==> config.mk <==
export PLATFORM = sky130hd
export DESIGN_NAME = reg_wb_arbiter
export DESIGN_NICKNAME = d
export VERILOG_FILES = /design/src/rtl/reg_wb_pkg.sv /design/src/rtl/wb_fifo.sv /design/src/rtl/reg_wb_arbiter.sv
export SDC_FILE = /design/constraint.sdc
export NUM_CORES = 1
export LEC_CHECK = 0
export BUFFER_PORTS_ARGS = -buffer_cell sky130_fd_sc_hd__buf_2
export CAP_MARGIN = 20
export CORE_UTILIZATION = 55
export CTS_CLUSTER_DIAMETER = 150
export DETAILED_ROUTE_END_ITERATION = 8
export PLACE_DENSITY_LB_ADDON = 0.3
export SLEW_MARGIN = 20
export SYNTH_ARGS = -nofsm -noshare
export SYNTH_HDL_FRONTEND = slang
export SYNTH_SLANG_ARGS = --single-unit
==> constraint.sdc <==
create_clock -name clk -period 2.3 [get_ports clk]
set_clock_uncertainty 0.1 [all_clocks]
set_input_delay 0.345 -clock clk [delete_from_list [all_inputs] [get_ports clk]]
set_output_delay 0.345 -clock clk [all_outputs]
set_load 0.05 [all_outputs]
==> src/rtl/reg_wb_pkg.sv <==
// Shared types for the register file write-back arbiter: widths, queue entry and port index.
// Used by wb_fifo and reg_wb_arbiter; REG0_DROP_EN is handled in reg_wb_arbiter.
package reg_wb_pkg;

    localparam int AW   = 4;
    localparam int DW   = 16;
    localparam int NREG = 2 ** AW;

    typedef struct packed {
        logic [AW-1:0] addr;
        logic [DW-1:0] data;
    } wb_entry_t;

    typedef enum logic {
        PORT0 = 1'b0,
        PORT1 = 1'b1
    } port_t;

    function automatic logic [NREG-1:0] addr_onehot(input logic [AW-1:0] a);
        addr_onehot    = '0;
        addr_onehot[a] = 1'b1;
    endfunction

endpackage

==> src/rtl/wb_fifo.sv <==
// Per-port write-back queue: in-order FIFO of DEPTH entries with per-slot valid bits
// and a flattened view of the queued destination addresses for the pending map.
module wb_fifo
    import reg_wb_pkg::*;
#(
    parameter int DEPTH = 2
) (
    input  logic                clk,
    input  logic                rst,
    input  logic                push,
    input  wb_entry_t           push_entry,
    input  logic                pop,
    output logic                full,
    output logic                empty,
    output wb_entry_t           head,
    output logic [DEPTH*AW-1:0] flat_addr,
    output logic [DEPTH-1:0]    slot_valid
);

    localparam int PW = (DEPTH > 1) ? $clog2(DEPTH) : 1;

    wb_entry_t        mem [DEPTH];
    logic [PW-1:0]    wptr;
    logic [PW-1:0]    rptr;
    logic [DEPTH-1:0] vld;
    logic             do_push;
    logic             do_pop;

    assign full    = &vld;
    assign empty   = ~|vld;
    assign do_push = push & ~full;
    assign do_pop  = pop & ~empty;
    assign head    = mem[rptr];
    assign slot_valid = vld;

    // Push and pop never target the same slot: that would need the queue to be both full and empty.
    always_ff @(posedge clk) begin
        if (rst) begin
            wptr <= '0;
            rptr <= '0;
            vld  <= '0;
        end else begin
            if (do_push) begin
                vld[wptr] <= 1'b1;
                wptr      <= wptr + 1'b1;
            end
            if (do_pop) begin
                vld[rptr] <= 1'b0;
                rptr      <= rptr + 1'b1;
            end
        end
    end

    always_ff @(posedge clk) begin
        if (do_push) begin
            mem[wptr] <= push_entry;
        end
    end

    for (genvar i = 0; i < DEPTH; i++) begin : g_flat
        assign flat_addr[i*AW +: AW] = mem[i].addr;
    end

endmodule

==> src/rtl/reg_wb_arbiter.sv <==
// Round-robin write-back arbiter feeding the register file write port, with pending map.
// Optional REG0_DROP_EN: writes to register 0 are suppressed at the output and never marked pending.
module reg_wb_arbiter #(
    parameter int DEPTH = 2,
    parameter int AW    = reg_wb_pkg::AW,
    parameter int DW    = reg_wb_pkg::DW
) (
    input  logic              clk,
    input  logic              rst,
    input  logic              req0_valid,
    output logic              req0_ready,
    input  logic [AW-1:0]     req0_addr,
    input  logic [DW-1:0]     req0_data,
    input  logic              req1_valid,
    output logic              req1_ready,
    input  logic [AW-1:0]     req1_addr,
    input  logic [DW-1:0]     req1_data,
    output logic              wen,
    output logic [AW-1:0]     rwr,
    output logic [DW-1:0]     dwr,
    output logic [2**AW-1:0]  pending,
    output logic              idle
);

    typedef reg_wb_pkg::wb_entry_t entry_t;
    typedef reg_wb_pkg::port_t     port_t;

    entry_t              in0;
    entry_t              in1;
    entry_t              head0;
    entry_t              head1;
    entry_t              sel;
    logic                full0;
    logic                full1;
    logic                empty0;
    logic                empty1;
    logic                gnt0;
    logic                gnt1;
    logic [DEPTH*AW-1:0] addrs0;
    logic [DEPTH*AW-1:0] addrs1;
    logic [DEPTH-1:0]    sv0;
    logic [DEPTH-1:0]    sv1;
    port_t               last_grant;
    logic                write_ok;

    assign in0        = '{addr: req0_addr, data: req0_data};
    assign in1        = '{addr: req1_addr, data: req1_data};
    assign req0_ready = !full0;
    assign req1_ready = !full1;

    wb_fifo #(.DEPTH(DEPTH)) u_fifo0 (
        .clk        (clk),
        .rst        (rst),
        .push       (req0_valid),
        .push_entry (in0),
        .pop        (gnt0),
        .full       (full0),
        .empty      (empty0),
        .head       (head0),
        .flat_addr  (addrs0),
        .slot_valid (sv0)
    );

    wb_fifo #(.DEPTH(DEPTH)) u_fifo1 (
        .clk        (clk),
        .rst        (rst),
        .push       (req1_valid),
        .push_entry (in1),
        .pop        (gnt1),
        .full       (full1),
        .empty      (empty1),
        .head       (head1),
        .flat_addr  (addrs1),
        .slot_valid (sv1)
    );

    // Under contention the port that did not win last time is served.
    assign gnt0 = !empty0 && (empty1 || last_grant == reg_wb_pkg::PORT1);
    assign gnt1 = !empty1 && (empty0 || last_grant == reg_wb_pkg::PORT0);
    assign sel  = gnt1 ? head1 : head0;

`ifdef REG0_DROP_EN
    assign write_ok = (sel.addr != '0);
`else
    assign write_ok = 1'b1;
`endif

    always_ff @(posedge clk) begin
        if (rst) begin
            last_grant <= reg_wb_pkg::PORT1;
            wen        <= 1'b0;
            rwr        <= '0;
            dwr        <= '0;
        end else if (gnt0 || gnt1) begin
            last_grant <= gnt1 ? reg_wb_pkg::PORT1 : reg_wb_pkg::PORT0;
            wen        <= write_ok;
            rwr        <= sel.addr;
            dwr        <= sel.data;
        end else begin
            wen <= 1'b0;
        end
    end

    // A write stays pending until the cycle the register file commits it has ended.
    always_comb begin
        pending = '0;
        for (int i = 0; i < DEPTH; i++) begin
            if (sv0[i]) begin
                pending = pending | reg_wb_pkg::addr_onehot(addrs0[i*AW +: AW]);
            end
            if (sv1[i]) begin
                pending = pending | reg_wb_pkg::addr_onehot(addrs1[i*AW +: AW]);
            end
        end
        if (wen) begin
            pending = pending | reg_wb_pkg::addr_onehot(rwr);
        end
`ifdef REG0_DROP_EN
        pending[0] = 1'b0;
`endif
    end

    assign idle = empty0 && empty1 && !wen;

endmodule

==> flow_metrics.tcl <==
set metrics [dict create \
    cts-root-buf "clkbuf_8" \
    wl_per_cell_um 20.6 \
    grt_use_total_pct 26.9 \
    cp_cell_sequence "buf_4 -> nand2_2 -> o22ai_1 -> or3_1 -> buf_4" \
    overflow 0 \
    cp.arrival_ns 1.86 \
    synth_edf_count 80 \
    min_period_ns 2.30 \
    htreeDepth 3 \
    period_share_pct 100 \
    final_antenna_net_count 0 \
    grt_start_max_net_pins 22 \
    num_io_pins 84 \
    cts_tree "done" \
    worst_slack_ns -0.00112 \
    path_common_cell "buf_4" \
    gp_congestion 0.969 \
    clk_latency_ns 0.37 \
    syn_area_mm2 0.00495 \
    grt_setup_unrepaired "true" \
    antenna_found_initial 0 \
    core_mm2 0.00872 \
    status "finished, violations left" \
    tightest_slew_ns 0.535 \
    netlist_top_cells_count "edfxtp_1, dfxtp_1, mux2i_1" \
    chipHeight_um 96.9 \
    syn2layout_area_growth_pct 22.2 \
    vdd_ir_drop_max_mv 0.630 \
    antenna_cells 0 \
    final_hold_viol_count 0 \
    numCtsBuffers 9 \
    grt_pass1_vias 3745 \
    via_count 3796 \
    ys_warn_count 0 \
    cap_violations 0 \
    hold_class "in2reg" \
    drive_gt1_share_pct 35.2 \
    yosysTopAreaCell "edfxtp_1" \
    setup_viol 1 \
    ys_async_sr_fraction_pct 0 \
    num-fill-cells 643 \
    layout.nets 542 \
    relSlewSlack_pct 64.3 \
    syn_inst 394 \
    routed_wl_um 12600 \
    firstDrtPassIters 5 \
    final_util_pct 69.4 \
    post-synth-top-count-cell "edfxtp_1" \
    start_util_pct 56.8 \
    synth_top_area_share_pct 48.5 \
    maxSlewViolCount 0 \
    vias_per_cell 6.21 \
    slowest_stage "edfxtp_1" \
    hpwl_um 8880 \
    crit_required_ns 1.86 \
    dp_slack_ns 0.137 \
    cts.sinks 112 \
    die_w_um 96.9 \
    cellPowerDensity_mw_per_mm2 842 \
    drt_iter0_drc 237 \
    violations "setup timing" \
    cp-start-kind "register" \
    grt_first_pass_wirelength_um 19400 \
    slowest_delay_ns 0.46 \
    synth-main-ff-cell "edfxtp_1" \
    rows 34 \
    synth-seq-cells 112 \
    critPathKind "reg2out" \
    clkTransAtPathRegs_ns 0.11 \
    clock_path_buffers 2 \
    ys_types 45 \
    path_max_fanout 5 \
    avgSynthCellArea_um2 12.6 \
    design.die.area_mm2 0.00939 \
    worstSetupEndpointType "output pin" \
    cellLeakagePower_nw 2.25 \
    yosysSeqAreaShare_pct 61.4 \
    port_buffers 83 \
    syn_nets 438 \
    rrSetupSlack_ns 0.46 \
    netlist_top_cells_area "edfxtp_1, dfxtp_1, mux2i_1" \
    fmax_mhz 435 \
    route.detailed.drc 0 \
]
layer usage:
| metal | wire length, um | share of wire (%) | vias to the layer above | GRT usage, % |
|---|---|---|---|---|
| met5 | 0 | 0 | - | 0 |
| met4 | 623 | 5.0 | 0 | 13.5 |
| met3 | 697 | 5.6 | 49 | 4.70 |
| met2 | 6370 | 51 | 182 | 47.6 |
| met1 | 4870 | 39 | 1807 | 31.4 |
| li1 | - | - | 1758 | - |
registers in the layout, summed over array words and instances (netlist names), named ones only:
signal              cells
dwr                    16
rwr                     4
u_fifo0.mem            40
u_fifo0.wptr            1
u_fifo0.slot_valid      2
u_fifo1.wptr            1
last_grant              1
wen                     1
u_fifo0.rptr            1
u_fifo1.mem            40
u_fifo1.rptr            1
u_fifo1.slot_valid      2
power breakdown:
| part | switching [mW] | internal, mW |
|---|---|---|
| clock network | 0.693 | 0.451 |
| registers | 0.165 | 2.39 |
| logic | 0.916 | 0.488 |
| total | 1.77 | 3.32 |
worst max-delay path, delay by kind of cell, from the launching register on:
family | cells | cell delay, ns
buf+inv | 2 | 0.40
flops | 1 | 0.46
simple gates | 2 | 0.51
compound gates | 1 | 0.11
stage by stage:
stage / instances / area [um^2] / setup TNS (ns) / total power [mW] / hold WS [ns]
floorplan: 394 / 4960 / 0 / 3.52 / 0.344
global placement: 577 / 5510 / 0 / 3.87 / 0.355
detailed placement: 577 / 5510 / 0 / 3.89 / 0.354
CTS: 604 / 5870 / -0.00471 / 5.06 / 0.0418
global route: 611 / 6060 / -0.309 / 5.29 / 0.0368
finish: 611 / 6060 / -0.00112 / 5.10 / 0.0555
area by class of cell:
cell class / instances / area (um^2) / area share (%)
Sequential cell: 112 / 3060 / 50.6
Timing Repair Buffer: 117 / 777 / 12.8
Clock buffer: 10 / 138 / 2.27
Tap cell: 108 / 135 / 2.23
Inverter: 3 / 11.3 / 0.186
Clock inverter: 6 / 62.6 / 1.03
Multi-Input combinational cell: 255 / 1870 / 30.9
what timing repair did:
item	4_1_cts	5_1_grt
pin swaps	1	8
setup buffers	11	7
setup endpoints to repair	14	14
hold buffers	0	0
hold endpoints to repair	0	0
gates resized for setup	25	41
path summary, 6_finish.rpt:
check                        start                end  depth (start not counted)
max             u_fifo0.mem[0][17]         pending[7]                          5
min                   req0_data[0]  u_fifo0.mem[0][0]                          1
max reg2reg  u_fifo0.slot_valid[1]  u_fifo0.mem[1][8]                          4
min reg2reg                 dwr[7]             dwr[7]                          1
cells in the final DEF (no fill, tap or decap), types with 3 or more instances in the layout:
master,synthesis,routed
edfxtp_1,80,80
buf_2,14,70
buf_4,2,33
mux2i_1,31,31
nand3_1,29,27
dfxtp_1,32,24
o22ai_1,21,20
o21ai_0,17,17
a32o_1,16,16
nor2_1,16,15
nand3b_1,12,12
or3_1,13,12
nor3_1,12,11
buf_6,3,11
nand2_1,12,10
clkbuf_8,0,10
a21oi_1,9,9
mux2_2,8,8
nand2b_4,0,4
or4_1,5,4
and2_1,4,4
a31oi_1,4,4
dfxtp_4,0,4
dfxtp_2,0,4
or3b_4,0,3
nand2b_2,0,3
o32ai_1,4,3
nand2b_1,10,3
inv_1,3,3
clkinv_4,0,3
kinds of logic (layout without fill, tap and decap cells):
group,after synthesis,count (layout),share of synthesized area (%)
buffers and inverters,27,136,3.00
multiplexers,39,39,8.08
flip-flops,112,112,61.4
AND/OR/NAND/NOR,132,132,15.7
XOR/XNOR,2,2,0.354
AO/OA/AOI/OAI,82,82,11.5
Note: power is estimated with default switching activity, not from simulation.
